`config.mk`:
```
export PLATFORM = sky130hd
export DESIGN_NAME = ip_fetch_unit
export DESIGN_NICKNAME = d
export VERILOG_FILES = /design/src/rtl/ip_fetch_unit.sv
export SDC_FILE = /design/constraint.sdc
export NUM_CORES = 1
export LEC_CHECK = 0
export CAP_MARGIN = 20
export CORE_ASPECT_RATIO = 1.5
export CORE_MARGIN = 5
export CORE_UTILIZATION = 33
export DETAILED_ROUTE_END_ITERATION = 7
export PLACE_DENSITY = 0.57
export SYNTH_ARGS = -nofsm -noshare
export SYNTH_HDL_FRONTEND = slang
export SYNTH_SLANG_ARGS = --single-unit
```
`constraint.sdc`:
```
create_clock -name clk -period 7.1 [get_ports clk]
set_input_delay 2.13 -clock clk [delete_from_list [all_inputs] [get_ports clk]]
set_output_delay 2.13 -clock clk [all_outputs]
set_load 0.02 [all_outputs]
```
`src/rtl/ip_fetch_unit.sv`:
```
// rtl/ip_fetch_unit.sv - instruction fetch stage: IP register, one-outstanding fetch, in-order instruction queue
// Optional same-cycle response bypass to decode is enabled by defining IPF_BYPASS_EN.
module ip_fetch_unit #(
   parameter int          IQ_DEPTH = 4,
   parameter logic [31:0] RESET_IP = 32'h0000_0000
) (
   input  logic        clk,
   input  logic        reset,
   input  logic [31:0] ip_next,
   input  logic        ip_ld,
   output logic [31:0] ip_cur,
   output logic [31:0] ip_plus4,
   output logic        mem_req,
   output logic [31:0] mem_addr,
   input  logic        mem_gnt,
   input  logic        mem_rvalid,
   input  logic [31:0] mem_rdata,
   output logic        ir_valid,
   output logic [31:0] ir_data,
   output logic [31:0] ir_pc,
   input  logic        ir_ready
);
   localparam int          AW      = (IQ_DEPTH > 1) ? $clog2(IQ_DEPTH) : 1;
   localparam logic [AW:0] DEPTH_C = (AW + 1)'(IQ_DEPTH);

   typedef enum logic [1:0] {S_FETCH, S_WAIT, S_DROP} state_t;
   state_t state, state_nxt;

   logic [31:0]   ip_q;
   logic [31:0]   req_pc;
   logic [31:0]   q_data [IQ_DEPTH];
   logic [31:0]   q_pc   [IQ_DEPTH];
   logic [AW-1:0] rd_ptr, wr_ptr;
   logic [AW:0]   count;
   logic          grant, push, q_pop, bypass;
   logic          unused_ip_lsb;

   assign unused_ip_lsb = ^ip_next[1:0];

   assign ip_cur   = ip_q;
   assign ip_plus4 = ip_q + 32'd4;
   assign mem_addr = ip_q;
   // Only one request may be in flight, and its queue slot is reserved at grant.
   assign mem_req  = !reset && (state == S_FETCH) && (count < DEPTH_C);
   assign grant    = mem_req && mem_gnt;

`ifdef IPF_BYPASS_EN
   assign bypass = (state == S_WAIT) && mem_rvalid && (count == '0) && !ip_ld;
`else
   assign bypass = 1'b0;
`endif

   assign ir_valid = (count != '0) || bypass;
   assign ir_data  = bypass ? mem_rdata : q_data[rd_ptr];
   assign ir_pc    = bypass ? req_pc    : q_pc[rd_ptr];
   assign q_pop    = (count != '0) && ir_ready;
   assign push     = (state == S_WAIT) && mem_rvalid && !(bypass && ir_ready);

   always_comb begin
      state_nxt = state;
      case (state)
         S_FETCH: if (grant) state_nxt = ip_ld ? S_DROP : S_WAIT;
         S_WAIT: begin
            if (mem_rvalid)  state_nxt = S_FETCH;
            else if (ip_ld)  state_nxt = S_DROP;
         end
         S_DROP:  if (mem_rvalid) state_nxt = S_FETCH;
         default: state_nxt = S_FETCH;
      endcase
   end

   always_ff @(posedge clk) begin
      if (reset) begin
         state  <= S_FETCH;
         ip_q   <= RESET_IP;
         req_pc <= '0;
         rd_ptr <= '0;
         wr_ptr <= '0;
         count  <= '0;
         for (int i = 0; i < IQ_DEPTH; i++) begin
            q_data[i] <= '0;
            q_pc[i]   <= '0;
         end
      end else begin
         state <= state_nxt;
         if (grant) req_pc <= ip_q;
         // A redirect flushes the queue and beats any increment, push or pop.
         if (ip_ld) begin
            ip_q   <= {ip_next[31:2], 2'b00};
            rd_ptr <= '0;
            wr_ptr <= '0;
            count  <= '0;
         end else begin
            if (grant) ip_q <= ip_q + 32'd4;
            if (push) begin
               q_data[wr_ptr] <= mem_rdata;
               q_pc[wr_ptr]   <= req_pc;
               wr_ptr         <= wr_ptr + AW'(1);
            end
            if (q_pop) rd_ptr <= rd_ptr + AW'(1);
            if (push && !q_pop)      count <= count + (AW + 1)'(1);
            else if (!push && q_pop) count <= count - (AW + 1)'(1);
         end
      end
   end
endmodule

```
### Yosys cells after proc, flatten, opt, wreduce, memory -nomap -nowiden

Memories as Yosys holds them, arrays and structs flattened. A register that Yosys moved wholly into a read port is not among the register bits.
Index checks and enable logic that the tools add are counted.

* register bits: 73
* memory bits (writable): 256
* input bits: 70
* output and inout bits: 162
* word-level logic and storage cells: 64
* memories: 2

Memory list
* q_data: depth 4, bits a word 32, rd ports 1, clocked after Yosys merged registers in 1, write ports 4, line 31 `logic [31:0] q_data [IQ_DEPTH];`
* q_pc: depth 4, bits a word 32, rd ports 1, clocked after Yosys merged registers in 1, write ports 4, line 32 `logic [31:0] q_pc [IQ_DEPTH];`

* add/subtract/negate cells: 5
* magnitude comparators: 1
* equal/unequal tests: 5
* multiplexer cells: 26
* reduce and logical (&&, ||, !) cells: 18

Operators with widths (number)
* 32-bit two-way mux: 4
* 32-bit OR reduction: 2
* 32-bit by 3-bit adder with 32-bit output, second input constant: 1
* 2-bit two-way mux: 11
* 1-bit two-way mux: 8
* 1-bit logical AND: 7
* 3-bit two-way mux: 2
* 2-bit case mux with 3 select lines: 1
* 2-bit by 1-bit adder with 2-bit output, second input constant: 2
* 2-bit inequality test, second input constant: 2
* 2-bit nonzero test: 2
* 3-bit by 1-bit adder with 3-bit output, second input constant: 1
* 1-bit zero test: 3
* 3-bit < comparator, second input constant: 1
* 3-bit inequality test, second input constant: 1
* 3-bit AND reduction: 1
* 3-bit nonzero test: 1
* 3-bit by 1-bit subtractor with 3-bit output, second input constant: 1
* 2-bit by 1-bit equality test with 1-bit output, second input constant: 1
* 2-bit equality test, second input constant: 1
* 2-bit zero test: 1
* 2-bit OR reduction: 1

### Depth between registers and ports, before layout

Gate-level depths: netlist (run 1).

* depth in word-level cells: 8
* gate-level depth with buffers: 8
* gate-level depth less buffers: 8

### Worst setup path before layout (run 1)

Ideal clock, no wire load.

* path type: input-to-output
* start point: input reset
* end point: output mem_req
* arrival time: 2691 ps
* data required time: 4970 ps
* slack: 2279 ps
* stages: 2
* path buffers: 0
* path through: or4_4 inv_2

* longest elaborated chain between the ends: 3

RTL lines
* start, declared: line 8 `input logic reset,`
* 1-bit zero test: line 44 `assign mem_req = !reset && (state == S_FETCH) && (count < DEPTH_C);`
* 1-bit logical AND (2 in a row): line 44
* end, declared: line 13 `output logic mem_req,`

No other way between the ends.

### Final worst setup path (run 1)

Ends and elaborated chain as after synthesis.

==> metrics.csv, run 1 <==
metric,value,unit
grt_overflow,0,
mostFrequentLayoutCell,and2_1,
drv_cap,0,
cts_tree,built,
grt_pass1_vias,9614,
r2r-start,state[0],
layout.nets,1331,
gp_congestion,0.762,
synthToLayoutAreaGrowth,23.9,%
slowest_stage,clkdlybuf4s50_1,
portBuffers,221,
root_buffer,clkbuf_16,
wl_per_cell,20.2,µm
postCtsSetupBuffers,0,
syn_area_per_cell,13.2,µm²
hold_viol,0,
drv_slew,0,
leakagePower,0.00621,µW
antenna_found_initial,0,
slew_headroom,28.1,%
die_area,48200,µm²
synth_seq_area_share,61.3,%
cts-hold-fix-buffers,0,
rsz0062_at_grt,false,
cts_sinks,319,
end_kind,output port,
h-tree-depth,1,
outcome,completed,
rows,94,
clk_pin_slew,0.06,ns
path_class,in -> out,
ys_ff_latch,319,
tns,0,ns
hp-start,req_pc[30],
die_x,181,µm
powerDensity,225,nW/µm²
critical-path-max-stage-delay,0.63,ns
drive_gt1_share,11.2,%
cts-buffers-inserted,31,
clockBufferDepth,3,
grt_first_pass_wirelength,57.6,mm
whs_path_depth,2,
final_cell_mix,"and2_1 (251), edfxtp_1 (248), clkdlybuf4s50_1 (220)",
initial_core_util,33.2,%
syn_area,14500,µm²
core,43600,µm²
synthesis.instances,1097,
ctsResizeCount,0,
skew,0.0142,ns
setup_viol,0,
drt_iter0_drc,326,
critical_path_buf_inv_count,3,
drtAntennaViolNets,0,
dpl.hpwl,21.9,mm
ys.warnings.count,0,
hold_path_class,reg -> reg,
clk_latency,0.56,ns
critPathLaunchType,input port,
whs_endpoint,req_pc[30],
ios,232,
vias,8808,
wl,37.5,mm
firstDrtPassIters,4,
grt_max_degree,67,
period_share,78.2,%
r2r_cells,6,
rrSetupSlack,4.49,ns
crit_fanout,4,
final.min_clock_period,5.55,ns
die_y,267,µm
viasPerCell,4.74,
rr_endpoint,q_pc[1][18],
cp_top_family,buffers and inverters,
grt_usage,15.3,%
worstPathArrival,3.42,ns
drc,0,
timing.fmax,180,MHz
worst_pin_slew,1.08,ns
crit_path_cell_trace,buf_2 > or4_4 > inv_2 > clkdlybuf4s50_1,
synth.distinct_cells,44,
fin_hold_ws,0.482,ns
crit_required,4.97,ns
ir_drop,0.166,mV
## power breakdown
group,leakage [µW],internal [µW],switching (µW)
registers,0.00314,2070,54.8
logic,0.00263,169,195
clock network,0.000448,833,707
total,0.00621,3080,956
## worst reg2reg max path, cell delays in order, from the launching register on
cell and delay (ns):
dfxtp_1 0.37, nand2_1 0.12, nor2_1 0.32, nand2_1 0.16, nor3_2 0.15, or2_4 0.63, buf_4 0.49
## synthesized netlist by cell type (all sizes together)
library cell / instances / area [µm²]
a311oi: 3 / 26.3
clkbuf: 58 / 218
nor2b: 1 / 6.26
nand2: 90 / 340
nand3: 11 / 55.1
xnor2: 28 / 245
and3: 6 / 37.5
dfxtp: 71 / 1420
a21oi: 35 / 175
and3b: 1 / 8.76
nor4: 5 / 43.8
nor2: 47 / 176
nand4b: 3 / 26.3
o21ai: 3 / 15.0
o22ai: 1 / 6.26
edfxtp: 248 / 7450
a41o: 1 / 10.0
inv: 6 / 22.5
and4: 3 / 26.3
ha: 2 / 25.0
mux2i: 1 / 10.0
or2: 4 / 25.0
nor3b: 1 / 12.5
nand2b: 1 / 6.26
buf: 59 / 393
a211oi: 24 / 180
fa: 1 / 20.0
xor2: 33 / 289
or3: 4 / 25.0
nand4: 13 / 93.8
conb: 1 / 3.75
o21a: 1 / 7.51
nor3: 16 / 90.1
mux4: 62 / 1400
and2: 251 / 1570
or4: 2 / 22.5
## per-stage QoR
| stage | util (%) | setup slack, ns | total power, µW | cells | area (µm²) |
|---|---|---|---|---|---|
| after floorplan | - | 2.28 | 2350 | 1104 | 14500 |
| after global placement | 39.0 | 1.56 | 2540 | 1801 | 17000 |
| after detailed placement | 39.0 | 1.55 | 2540 | 1801 | 17000 |
| after CTS | 41.1 | 1.42 | 4090 | 1858 | 17900 |
| after global routing | 41.1 | 1.29 | 4190 | 1858 | 17900 |
| final | 41.1 | 1.55 | 4030 | 1859 | 17900 |
## registers in the layout, summed over array words and instances (netlist names), named ones only
| signal | flops |
|---|---|
| ip_cur | 30 |
| count | 3 |
| state | 2 |
| req_pc | 30 |
| q_pc | 120 |
| q_data | 128 |
| wr_ptr | 2 |
| rd_ptr | 2 |
## area by class of cell
cell class	instances	area (µm²)
clock inverters	19	113
multi-input cells	662	5050
diodes	1	2.50
well taps	576	721
repair buffers	238	2350
flip-flops and latches	319	8880
inverters	6	22.5
clock buffers	38	802
fillers	4120	25700
## worst max path at each step
| stage | start | end | slack, ns | depth (start not counted) |
|---|---|---|---|---|
| final | reset | mem_req | 1.55 | 4 |
| after floorplan | reset | mem_req | 2.28 | 2 |
| after global routing | ip_cur[2] | ip_plus4[30] | 1.29 | 6 |
| after CTS | ip_cur[2] | ip_plus4[28] | 1.42 | 6 |
| after global placement | reset | mem_req | 1.56 | 4 |
| after detailed placement | reset | mem_req | 1.55 | 4 |
## cells by family (layout without fill, tap and decap cells)
family | count (synthesis) | count (layout) | synth area share [%]
AND/OR/NAND/NOR | 459 | 459 | 17.7
flip-flops | 319 | 319 | 61.3
buffers and inverters | 123 | 301 | 4.37
AO/OA/AOI/OAI | 68 | 68 | 2.90
multiplexers | 63 | 63 | 9.71
XOR/XNOR | 61 | 61 | 3.69
adder cells (fa/ha/maj) | 3 | 3 | 0.311
other | 1 | 9 | 0.0259
## metal layers
metal  global-route usage, %  vias up  routed length [µm]  share of wire (%)
met5                       0        -                   0                  0
met4                    3.27        0                 565                1.5
met3                    2.49       41                1620                4.3
met2                    27.7      226               19300                 51
met1                    19.4     4365               16000                 43
li1                        -     4176                   -                  -
No activity file was read; power rests on OpenSTA's default activity.
==> run 2: changes to the inputs <==
==> constraint.sdc (replaced) <==
create_clock -name clk -period 5.7 [get_ports clk]
set_input_delay 1.71 -clock clk [delete_from_list [all_inputs] [get_ports clk]]
set_output_delay 1.71 -clock clk [all_outputs]
set_load 0.02 [all_outputs]
==> run 2 against run 1 <==
Count of clock-buffer cells in the layout rose by 5. Final cell count rose by 0.11%. Flip-flop and latch count did not move. Sequential share of layout area fell by 0.54 points. Utilization rose by 0.45 points. Die area did not move. Non-clock buffer count rose by 2. Via count fell by 0.47%. Clock power rose by 42%. Critical path type is now reg -> out.
==> metrics.csv, run 2 (synthesis gave the netlist of run 1 again) <==
metric,value,unit,change
dpl.cell_count,1803,,+0.11%
antenna_found_initial,1,,+1
r2r_cells,7,,+1
layout.nets,1336,,+0.38%
end_kind,output port,,
drtAntennaViolNets,0,,unchanged
drt_iter0_drc,423,,+30%
crit_required,3.99,ns,-0.98 ns
wl_per_cell,20.0,µm,-0.77%
gp_congestion,0.753,,-1.2%
final.min_clock_period,4.93,ns,
largest-register,q_data,,
die_x,181,µm,unchanged
clk_pin_slew,0.06,ns,about the same
synthToLayoutAreaGrowth,25.2,%,
skew,0.0156,ns,+0.00146 ns
critPathLaunchType,flop,,
power_frac_seq,50.1,%,-2.7 points
firstDrtPassIters,4,,unchanged
p_sw_share,22.4,%,-1.3 points
grt_overflow,0,,unchanged
grt_max_degree,67,,unchanged
cts-buffers-inserted,34,,+9.7%
rr_endpoint,ip_cur[24],,
cts_sinks,319,,unchanged
pwr-share-comb,8.6,%,-0.4 points
initial_core_util,33.2,%,unchanged
largest_reg_flops,128,,unchanged
post-route-util,41.5,%,+0.45 points
rrSetupSlack,3.06,ns,-1.43 ns
power_switching,1180,µW,+24%
final_cell_mix,"and2_1 (251), edfxtp_1 (248), clkdlybuf4s50_1 (220)",,
worst_pin_slew,1.03,ns,-0.0440 ns
hold_path_class,reg -> reg,,
postCtsSetupBuffers,0,,unchanged
place_area,17000,µm²,+0.16%
h-tree-depth,2,,+1
core,43600,µm²,unchanged
crit_path_cell_trace,ha_1 > and3_1 > nand4_2 > nor3_1 > xor2_1 > clkdlybuf4s50_1,,
clockBufferDepth,3,,unchanged
grt_usage,15.3,%,about the same
viasPerCell,4.71,,-0.57%
p_clk_share,41.2,%,+3.0 points
setup_viol,0,,unchanged
slowest_stage,clkdlybuf4s50_1,,
instances_no_fill,1861,,+0.11%
leakagePower,0.00631,µW,+1.5%
cts-hold-fix-buffers,0,,unchanged
cp.depth,6,,+2
fin_area,18100,µm²,+1.1%
root_buffer,clkbuf_16,,
rows,94,,unchanged
tns,0,ns,unchanged
hold_viol,0,,unchanged
fillers,4038,,-2.0%
ir_drop,0.138,mV,-17%
crit_end,ip_plus4[24],,
cts_tree,built,,
cp-startpoint,ip_cur[2],,
dpl.hpwl,22.0,mm,+0.25%
mostFrequentLayoutCell,and2_1,,
timing.fmax,203,MHz,
path_class,reg -> out,,
grt_first_pass_wirelength,57.3,mm,-0.44%
critical_path_buf_inv_count,1,,-2
drive_gt1_share,11.4,%,+0.22 points
intPower,4100,µW,+33%
die_area,48200,µm²,unchanged
drv_cap,0,,unchanged
die_y,267,µm,unchanged
slew_headroom,31.1,%,+2.9 points
wl,37.3,mm,-0.66%
worstPathArrival,3.22,ns,-0.20 ns
vias,8767,,-0.47%
clk_latency,0.51,ns,-0.05 ns
grt_pass1_vias,9589,,-0.26%
critical-path-max-stage-delay,0.65,ns,+0.02 ns
reg_top3,"q_data x128, q_pc x120",,
cp_top_family,simple AND/OR/NAND/NOR gates,,
outcome,completed,,
crit_fanout,14,,+10
portBuffers,221,,unchanged
ctsResizeCount,0,,unchanged
drc,0,,unchanged
powerDensity,291,nW/µm²,+30%
rsz0062_at_grt,false,,
drv_slew,0,,unchanged
period_share,86.4,%,
ios,232,,unchanged
r2r-start,ip_cur[2],,
-- run 2: cell count changes in the layout (fill, tap and decap cells not counted) --
cell / before / now
bufinv_16: 1 / 3
clkinv_2: 8 / 3
clkinvlp_4: 1 / 0
clkbuf_1: 7 / 6
clkbuf_16: 31 / 37
clkinvlp_2: 1 / 0
buf_12: 1 / 2
buf_4: 16 / 17
-- run 2: metrics by stage --
step,total power (µW),setup WS [ns],hold WS (ns)
after CTS,5370,0.691,0.486
after global routing,5490,0.565,0.515
final,5280,0.773,0.483
after detailed placement,3160,0.996,0.478
after global placement,3160,0.990,0.467
after floorplan,2930,1.72,0.457
-- run 2: how the worst min path moves through the flow --
stage	startpoint	to	depth (start not counted)
floorplan	req_pc[10]	req_pc[10]	2
global placement	req_pc[30]	req_pc[30]	2
detailed placement	req_pc[30]	req_pc[30]	2
CTS	req_pc[30]	req_pc[30]	2
global route	req_pc[30]	req_pc[30]	2
finish	req_pc[30]	req_pc[30]	2
-- run 2: power groups by stage --
stage	clock network [µW]	logic, µW	registers, µW
6_report	2180	455	2650
5_1_grt	2340	488	2660
4_1_cts	2250	465	2650
3_5_place_dp	0	463	2700
3_3_place_gp	0	463	2700
2_1_floorplan	0	243	2690
-- run 2: final cells by class --
| class | instances | area (µm²) | area share (%) |
|---|---|---|---|
| tap | 576 | 721 | 3.98 |
| sequential | 319 | 8880 | 49.0 |
| clock inverter | 14 | 135 | 0.745 |
| antenna | 1 | 2.50 | 0.0138 |
| multi-input combinational | 662 | 5050 | 27.8 |
| clock buffer | 43 | 948 | 5.23 |
| inverter | 6 | 22.5 | 0.124 |
| timing repair buffer | 240 | 2370 | 13.1 |
-- run 2: routing by layer --
layer	wire length [µm]	track usage, %	up-vias
met4	892	4.40	0
met2	19300	27.7	239
met5	0	0	-
met3	1760	2.88	45
li1	-	-	4190
met1	15300	18.7	4293
-- run 2: tightest hold or removal path, stage by stage (launching register included) --
cell,delay (ns)
dfxtp_1,0.33
nand2_1,0.06
a21oi_1,0.05
